**src/rtl/run_step_controller.sv**
```systemverilog
// run_step_controller: front-panel run/step/breakpoint/halt sequencing of the CPU clock enable
module run_step_controller #(
  parameter int DEBOUNCE_CYCLES = 50000,
  parameter int ADDR_WIDTH = 16
) (
  input  logic                  i_oszClk,
  input  logic                  i_reset,
  input  logic                  i_btnStep,
  input  logic                  i_swInstrNCycle,
  input  logic                  i_swStepNRun,
  input  logic                  i_swEnableBreakpoint,
  input  logic [ADDR_WIDTH-1:0] i_breakpointAddress,
  input  logic [ADDR_WIDTH-1:0] i_pc,
  input  logic                  i_instrBoundary,
  input  logic                  i_halt,
  output logic                  o_cpuClkEn,
  output logic                  o_halted,
  output logic                  o_haltLatched,
  output logic [1:0]            o_state
);
  typedef enum logic [1:0] {RUN = 2'd0, STOPPED = 2'd1, STEP_CYCLE = 2'd2, STEP_INSTR = 2'd3} state_t;
  localparam int CW = (DEBOUNCE_CYCLES > 1) ? $clog2(DEBOUNCE_CYCLES) : 1;
  localparam logic [CW-1:0] CNT_MAX = CW'(DEBOUNCE_CYCLES - 1);
  logic [1:0] btnSync, instrSync, stepSync, bpSync;
  logic btnS, instrS, stepNRunS, bpEnS;
  logic [CW-1:0] dbCnt;
  logic btnLevel, stepPulse;
  state_t state, stateNext;
  logic bpArmed, bpArmedNext, seenEn, seenEnNext, haltLatched, haltLatchedNext;
  logic bpHit, cpuClkEn;
  // Synchronizers are left unreset so they already track the switches when reset releases
  always_ff @(posedge i_oszClk) begin
    btnSync   <= {btnSync[0], i_btnStep};
    instrSync <= {instrSync[0], i_swInstrNCycle};
    stepSync  <= {stepSync[0], i_swStepNRun};
    bpSync    <= {bpSync[0], i_swEnableBreakpoint};
  end
  assign btnS      = btnSync[1];
  assign instrS    = instrSync[1];
  assign stepNRunS = stepSync[1];
  assign bpEnS     = bpSync[1];
  always_ff @(posedge i_oszClk) begin
    if (i_reset) begin
      dbCnt    <= '0;
      btnLevel <= 1'b0;
    end else if (btnS == btnLevel) begin
      dbCnt <= '0;
    end else if (dbCnt == CNT_MAX) begin
      dbCnt    <= '0;
      btnLevel <= btnS;
    end else begin
      dbCnt <= dbCnt + 1'b1;
    end
  end
  assign stepPulse = btnS & ~btnLevel & (dbCnt == CNT_MAX);
  assign bpHit = bpEnS & bpArmed & i_instrBoundary & (i_pc == i_breakpointAddress);
  // Enable looks at the current pc/boundary so a stop lands before the boundary cycle executes
  assign cpuClkEn = (state == RUN)        ? ~bpHit :
                    (state == STEP_CYCLE) ? 1'b1 :
                    (state == STEP_INSTR) ? ~(seenEn & i_instrBoundary) : 1'b0;
  always_comb begin
    stateNext       = state;
    bpArmedNext     = (bpArmed | cpuClkEn) & ~(bpHit & (state == RUN));
    seenEnNext      = seenEn | cpuClkEn;
    haltLatchedNext = haltLatched | (cpuClkEn & i_halt);
    case (state)
      RUN:        stateNext = (bpHit | stepNRunS | i_halt) ? STOPPED : RUN;
      STOPPED: begin
        if (!haltLatched && !stepNRunS) stateNext = RUN;
        else if (!haltLatched && stepPulse) begin
          stateNext  = instrS ? STEP_INSTR : STEP_CYCLE;
          seenEnNext = 1'b0;
        end
      end
      STEP_CYCLE: stateNext = STOPPED;
      STEP_INSTR: stateNext = (!cpuClkEn || i_halt) ? STOPPED : STEP_INSTR;
    endcase
  end
  always_ff @(posedge i_oszClk) begin
    if (i_reset) begin
      state       <= STOPPED;
      bpArmed     <= 1'b1;
      seenEn      <= 1'b0;
      haltLatched <= 1'b0;
    end else begin
      state       <= stateNext;
      bpArmed     <= bpArmedNext;
      seenEn      <= seenEnNext;
      haltLatched <= haltLatchedNext;
    end
  end
  assign o_cpuClkEn    = cpuClkEn;
  assign o_halted      = (state == STOPPED);
  assign o_haltLatched = haltLatched;
  assign o_state       = state;
endmodule
```
**config.mk**
```make
export PLATFORM = sky130hd
export DESIGN_NAME = run_step_controller
export DESIGN_NICKNAME = d
export VERILOG_FILES = /design/src/rtl/run_step_controller.sv
export SDC_FILE = /design/constraint.sdc
export NUM_CORES = 1
export LEC_CHECK = 0
export BUFFER_PORTS_ARGS = -buffer_cell sky130_fd_sc_hd__buf_2
export CAP_MARGIN = 0
export CORE_AREA = 5 5 59 61
export DETAILED_ROUTE_END_ITERATION = 6
export DIE_AREA = 0 0 64 66
export PLACE_DENSITY = 0.76
export SYNTH_ARGS = -nofsm -noshare
export SYNTH_HDL_FRONTEND = slang
export SYNTH_SLANG_ARGS = --single-unit
export TNS_END_PERCENT = 5
```
**constraint.sdc**
```tcl
create_clock -name i_oszClk -period 2 [get_ports i_oszClk]
set_clock_uncertainty 0.2 [all_clocks]
set_input_delay 0.2 -clock i_oszClk [delete_from_list [all_inputs] [get_ports i_oszClk]]
set_output_delay 0.2 -clock i_oszClk [all_outputs]
set_load 0.01 [all_outputs]
```
* Yosys cells after proc, flatten, opt, wreduce, memory -nomap -nowiden
Cells that the tools add are included.
Cells by class: bitwise gates (word level) 19, eq/ne operators 7, add/subtract/negate cells 1, reductions and logical operators 9, mux-type cells 12
Operators by type and width (number):
- adder 16 x 1 -> 16 bit (second input constant) | 1
- == test 16 bit | 1
- == test 16 bit (second input constant) | 1
- bitwise AND 1 bit | 9
- two-way mux 1 bit | 8
- case mux 2 bit (4 select lines) | 1
- two-way mux 2 bit | 3
- inverter 1 bit | 5
- OR 1 bit | 5
- == test 2 bit (second input constant) | 2
- zero test 1 bit | 3
- inequality test 3 x 1 -> 1 bit (second input constant) | 1
- OR reduction 3 bit | 1
- == test 2 x 1 -> 1 bit (second input constant) | 1
- logical AND 1 bit | 2
- zero test 2 bit | 1
- AND reduction 2 bit | 1
- == test 1 bit | 1
- logical OR 1 bit | 1
Storage, ports and cells: register bits 30, logic and storage cells 58, input bits 40, output and inout port bits 5

* Depth between registers and ports, before layout
Gate-level depths: netlist (run 1).
word-level depth 9, depth in mapped cells 6, depth with buffers taken out 6

* Worst setup path before layout (run 1)
OpenSTA, ideal clock, no wires.
kind register to register, start point reg dbCnt[0], end point reg state[0] (netlist: o_state[0]), setup slack 0.235 ns, cell stages (with the launch flop) 7, library setup time 0.124 ns, period minus slack after synthesis 1.765 ns, path buffers 0, required time 1.676 ns, data arrival time 1.441 ns, path through dfxtp_1 -> ha_1 -> and3_2 -> nand4_2 -> or3b_4 -> a21oi_2 -> o21ai_0
On the way: longest elaborated chain between the ends 4
Ends and longest elaborated chain:
- from (decl) | RTL line 26 | logic [CW-1:0] dbCnt;
- from (signal assigned) | RTL line 52 | dbCnt <= dbCnt + 1'b1;
- == test 16 bit | RTL line 55 | assign stepPulse = btnS & ~btnLevel & (dbCnt == CNT_MAX);
- bitwise AND 1 bit | RTL line 55
- logical AND 1 bit | RTL line 70 | else if (!haltLatched && stepPulse) begin
- inequality test 3 x 1 -> 1 bit (no line)
- to (signal assigned) | RTL line 86 | state <= stateNext;
- to (decl) | RTL line 28 | state_t state, stateNext;
Every way passes these cells. A chain may end at the register's enable or synchronous reset.

* Final worst setup path (run 1)
start point reg state[0] (netlist: o_state[0]), end point out o_cpuClkEn
On the way: longest elaborated chain between the ends 4, elaborated cells between the ends (all ways) 6, classes of those cells eq/ne: 2; mux: 3; reduce/logical: 1
Ends and longest elaborated chain:
- == test 2 bit | RTL line 60 | (state == STEP_INSTR) ? ~(seenEn & i_instrBoundary) : 1'b0;
- two-way mux 1 bit | RTL line 60
- two-way mux 1 bit | RTL line 59 | (state == STEP_CYCLE) ? 1'b1 :
- two-way mux 1 bit (*) | RTL line 58 | assign cpuClkEn = (state == RUN) ? ~bpHit :
- to (decl) | RTL line 16 | output logic o_cpuClkEn,
Every way passes the cells marked *; elsewhere a longest branch is shown, timed or not.

==> results.yml, run 1 <==
clock_network:
  cts-root-buf: "clkbuf_4"
  clock_sinks: 30
  post_cts_buffers: 0
  cts_made_buffers: 5
  cts_tree: "yes"
  clk_pin_slew_ns: 0.10
  cts_htree_levels: 2
  clkLatencyLatePin_ns: 0.34
  cts_buffer_depth: 2
global_routing:
  grt.overflow.total: 0
  grt_first_pass_wirelength_um: 5040
  antenna_found_initial: 0
  grt_max_degree: 16
  grt_usage_pct: 15.5
  grt_pass1_vias: 1146
die:
  start_util_pct: 45.7
  core_um2: 2930
  rows: 20
  io_pins: 45
  die_area_um2: 4220
  die_w_um: 64
  die_h_um: 66
setup_path:
  path_buf_inv: 1
  crit_chain: "nor2b_2 -> a31o_2 -> a31oi_4 -> buf_2"
  cpPeakStageDelay_ns: 0.36
  critPathLaunch: "o_state[0]"
  end_kind: "output port"
  arrival_ns: 1.50
  r2r-end: "o_state[0]"
  crit_fanout: 6
  cpLargestDelayFamily: "compound AO/OA/AOI/OAI gates"
  rr_startpoint: "dbCnt[0]"
  start_kind: "flip-flop"
  cp.required_ns: 1.60
  critPathSlowestCell: "dfxtp_1"
  endpoint: "o_cpuClkEn"
  rrSetupSlack_ns: 0.12
  critPathKind: "reg -> out"
  cp.depth: 4
  rr_worst_depth: 6
timing:
  hold_viol: 0
  finalSetupViolCount: 0
  maxSlewViolCount: 0
  tightest_slew_ns: 0.489
  fmax_ghz: 0.527
  final.period_utilization_pct: 94.8
  slew_headroom_pct: 67.3
  tns_ns: 0
  period_needed_ns: 1.90
  holdWs_ns: 0.0230
  setup_slack_ns: 0.104
route:
  drt-vias-per-instance: 5.00
  drc_errors: 0
  drt-pass1-iter-count: 4
  wl_per_cell_um: 13.5
  wl_um: 3070
  drt_iter0_drc: 16
  antenna_left: 0
  vias: 1135
logic_synthesis:
  ys_seq_elements: 30
  yosys.area.top_type: "dfxtp_1"
  syn_inst: 137
  synth.area.top_cells: "dfxtp_1, xnor2_1, xor2_1"
  syn_area_per_cell_um2: 9.77
  synth_nets: 179
  ys_warn_count: 0
  ys_types: 33
  synth_top_area_share_pct: 44.9
  syn_area_um2: 1340
  yosysSeqAreaShare_pct: 44.9
place:
  dp_hpwl_um: 2250
  port_buffers: 44
  placed_area_um2: 1600
  gp_congestion: 0.841
  place_ws_ns: 0.0586
pwr:
  ir_worst_vdd_mv: 0.797
  powerDensity_nw_per_um2: 822
  p_leak_nw: 0.750
finish:
  diodes: 0
  drive_above_1_share_pct: 35.1
  nets: 235
  syn2layout_area_growth_pct: 34.9
  fin_util_pct: 61.7
  design_area_um2: 1810
  fillCellCount: 247
hold_path:
  min_path_cells: 3
  hold_path.class: "in -> reg"
  worstHoldStart: "i_instrBoundary"
run_status:
  status: "complete, no violations"
flow_run:
  cap_violations: 0
worst min path at each step:
stage,to
after global routing,o_state[1]
after detailed placement,bpSync[0]
after CTS,o_state[1]
after global placement,bpSync[0]
after floorplan,bpSync[0]
final,o_state[1]
through the flow:
stage               instances  total power, mW
global placement          213            0.827
detailed placement        213            0.837
global route              227             1.55
floorplan                 137            0.751
CTS                       227             1.49
finish                    227             1.48
worst register-to-register path: stages (launching register included):
cell	delay [ns]
dfxtp_2	0.37
ha_1	0.20
and3_4	0.23
nand4_4	0.10
or3b_4	0.41
a21oi_2	0.17
o21ai_0	0.10
logic make-up after synthesis:
group,share of synthesized area [%]
xor gates and xnor gates,19.6
buffers and inverters,1.21
DFF,44.9
and+or+nand+nor,24.9
AOI/OAI and AO/OA,7.57
adders and majority gates,1.87
metal layers:
layer | vias to the layer above | share of wire, % | track usage, % | routed length [um]
met4 | 0 | 2.2 | 8.83 | 68
li1 | 586 | - | - | -
met1 | 515 | 40 | 15.7 | 1230
met3 | 5 | 6.2 | 5.44 | 191
met2 | 29 | 52 | 27.1 | 1580
met5 | - | 0 | 0 | 0
power by group:
part | total, mW | switching, mW | internal (mW) | leakage, nW
Clock | 0.638 | 0.215 | 0.423 | 0.0585
Sequential | 0.647 | 0.0221 | 0.624 | 0.247
Combinational | 0.200 | 0.0913 | 0.108 | 0.445
synthesized netlist by cell type:
| master | count |
|---|---|
| dfxtp_1 | 30 |
| xnor2_1 | 20 |
| nor2_1 | 17 |
| nand3_1 | 10 |
| xor2_1 | 10 |
| o21ai_0 | 5 |
| and3_1 | 4 |
| nand2_1 | 4 |
| and3_2 | 3 |
| inv_1 | 3 |
| nand4_1 | 3 |
| a21oi_1 | 2 |
| and2_1 | 2 |
| ha_1 | 2 |
| nor2b_1 | 2 |
| nor3_1 | 2 |
| o21a_1 | 2 |
| a211oi_1 | 1 |
| a21oi_2 | 1 |
| a22o_1 | 1 |
| a31o_2 | 1 |
| a31oi_1 | 1 |
| and2_0 | 1 |
| and4_1 | 1 |
| and4b_1 | 1 |
| buf_2 | 1 |
| nand3b_1 | 1 |
| nand4_2 | 1 |
| nor4b_2 | 1 |
| nor4b_4 | 1 |
| o221a_2 | 1 |
| or3b_4 | 1 |
| or4_1 | 1 |
cell usage in the layout (no fill, tap or decap), types with 2 or more instances in the layout:
master         count
a21oi_1            2
and2_1             2
and3_1             4
and3_2             2
buf_2             44
bufinv_16          2
clkbuf_4           5
dfxtp_1           27
dfxtp_2            3
dlygate4sd3_1      6
ha_1               2
inv_1              3
nand2_1            4
nand3_1           10
nand4_1            3
nor2_1            17
o21a_1             2
o21ai_0            5
xnor2_1           20
xor2_1            10
repair_timing:
action,4_1_cts,5_1_grt
resized for setup,1,8
endpoints found under the hold margin,8,0
setup endpoints to repair,1,4
hold buffers,6,0
sequential cells by signal, indices dropped and copies added, names as in the netlist, 2 cells and up:
name and count:
bpSync 2, instrSync 2, stepSync 2, o_state 2, dbCnt 16, btnSync 2
final cells by class:
| class | instances | area [um2] | share of cell area (%) |
|---|---|---|---|
| Clock buffer | 6 | 51.3 | 2.84 |
| Inverter | 3 | 11.3 | 0.624 |
| Timing Repair Buffer | 50 | 280 | 15.5 |
| Clock inverter | 2 | 60.1 | 3.33 |
| Sequential cell | 30 | 604 | 33.5 |
| Multi-Input combinational cell | 103 | 757 | 41.9 |
| Tap cell | 33 | 41.3 | 2.29 |
Power figures use the tool's default switching activity.
==> run 2, diff against run 1 <==
==> constraint.sdc (replaced) <==
create_clock -name i_oszClk -period 2.1 [get_ports i_oszClk]
set_clock_uncertainty 0.2 [all_clocks]
set_input_delay 0.21 -clock i_oszClk [delete_from_list [all_inputs] [get_ports i_oszClk]]
set_output_delay 0.21 -clock i_oszClk [all_outputs]
set_load 0.01 [all_outputs]
==> results.yml, run 2 (synthesis results as in run 1) <==
global_routing:
  grt_pass1_vias: 1176
  grt_first_pass_wirelength_um: 4930
  grt_usage_pct: 14.5
  grt.overflow.total: 0
  antenna_found_initial: 0
  grt_max_degree: 16
place:
  port_buffers: 44
  gp_congestion: 0.842
  dp_hpwl_um: 2190
  placed_area_um2: 1600
timing:
  hold_viol: 0
  period_needed_ns: 2.01
  tns_ns: 0
  slew_headroom_pct: 67.3
  fmax_ghz: 0.497
  finalSetupViolCount: 0
  maxSlewViolCount: 0
  rsz0062_at_grt: "no"
  tightest_slew_ns: 0.490
  final.period_utilization_pct: 95.8
route:
  antenna_left: 0
  wl_um: 2800
  drt-vias-per-instance: 4.99
  drt_iter0_drc: 16
  drc_errors: 0
  vias: 1128
  wl_per_cell_um: 12.4
  drt-pass1-iter-count: 4
pwr:
  netSwitchingPower_mw: 0.280
  powerDensity_nw_per_um2: 663
  power_frac_comb_pct: 15.5
  swShare_pct: 24.7
  ir_worst_vdd_mv: 0.545
  internal_power_mw: 0.851
  finalPower_mw: 1.13
  p_clk_share_pct: 30.2
  seqPwrFrac_pct: 54.3
  p_leak_nw: 0.714
clock_network:
  cts_made_buffers: 5
  cts_tree: "yes"
  cts_htree_levels: 2
  clk_pin_slew_ns: 0.09
  holdBufCountCts: 5
  clock_sinks: 30
  post_cts_buffers: 0
  cts_buffer_depth: 2
  cts_repair_resize_count: 0
  cts-root-buf: "clkbuf_4"
  clkLatencyLatePin_ns: 0.31
finish:
  drive_above_1_share_pct: 31.6
  seq_area_um2: 601
  fillCellCount: 257
  largest_reg_flops: 16
  design_area_um2: 1710
  nets: 234
  layout_common_cells: "buf_2, dfxtp_1, xnor2_1"
  final_common_cell: "buf_2"
  syn2layout_area_growth_pct: 27.4
  diodes: 0
  multi_input_area_um2: 722
  top_register: "dbCnt"
setup_path:
  arrival_ns: 1.60
  cpPeakStageDelay_ns: 0.41
  critPathKind: "reg -> out"
  crit_chain: "nor2b_1 -> a31o_2 -> a31oi_1 -> buf_2"
  cpLargestDelayFamily: "compound AO/OA/AOI/OAI gates"
  critPathSlowestCell: "dfxtp_1"
  rrSetupSlack_ns: 0.15
  crit_fanout: 6
  cp.required_ns: 1.69
  path_buf_inv: 1
  start_kind: "flip-flop"
  end_kind: "output port"
die:
  rows: 20
  die_area_um2: 4220
  io_pins: 45
  start_util_pct: 45.7
  die_h_um: 66
  die_w_um: 64
  core_um2: 2930
flow_run:
  cap_violations: 0
run_status:
  status: "complete, no violations"
hold_path:
  hold_path.class: "in -> reg"
-- run 2: path summary, 6_finish.rpt --
| kind | to | start | cells after the start |
|---|---|---|---|
| max | o_cpuClkEn | o_state[1] | 4 |
| min | o_state[1] | i_halt | 3 |
| max reg2reg | o_state[0] | dbCnt[0] | 6 |
| min reg2reg | instrSync[1] | instrSync[0] | 0 |
-- run 2: power groups by stage --
stage          clock [mW]  combinational (mW)  sequential, mW
3_5_place_dp            0               0.168           0.627
3_3_place_gp            0               0.162           0.626
6_report            0.342               0.176           0.614
2_1_floorplan           0              0.0893           0.626
4_1_cts             0.357               0.177           0.613
5_1_grt             0.393               0.195           0.618
-- run 2: layer usage --
| metal | wire length (um) | vias up | GRT usage, % |
|---|---|---|---|
| met5 | 0 | - | 0 |
| met4 | 21 | 0 | 6.49 |
| met3 | 204 | 2 | 5.61 |
| met2 | 1390 | 34 | 24.4 |
| met1 | 1180 | 508 | 16.2 |
| li1 | - | 584 | - |
-- run 2: final cells by class --
class	count	share of cell area [%]
Tap cell	33	2.42
Multi-Input combinational cell	103	42.3
Clock buffer	7	3.23
Timing Repair Buffer	49	15.8
Inverter	3	0.660
Sequential cell	30	35.2
Clock inverter	1	0.293
-- run 2: worst reg2reg max path, delay by kind of cell, from the launching register on --
family                     cells  cell delay, ns
AOI/OAI and AO/OA              2            0.26
DFF                            1            0.39
and+or+nand+nor                3            0.78
adders and majority gates      1            0.20
-- run 2: metrics by stage --
stage | worst slack [ns] | utilization (%) | hold WS, ns | cells
4_1_cts | 0.108 | 58.2 | 0.0216 | 226
2_1_floorplan | 0.335 | - | 0.0377 | 137
3_3_place_gp | 0.272 | 54.5 | 0.113 | 213
3_5_place_dp | 0.170 | 54.5 | 0.117 | 213
5_1_grt | 0.00110 | 58.2 | 0.0373 | 226
6_report | 0.0886 | 58.2 | 0.0338 | 226
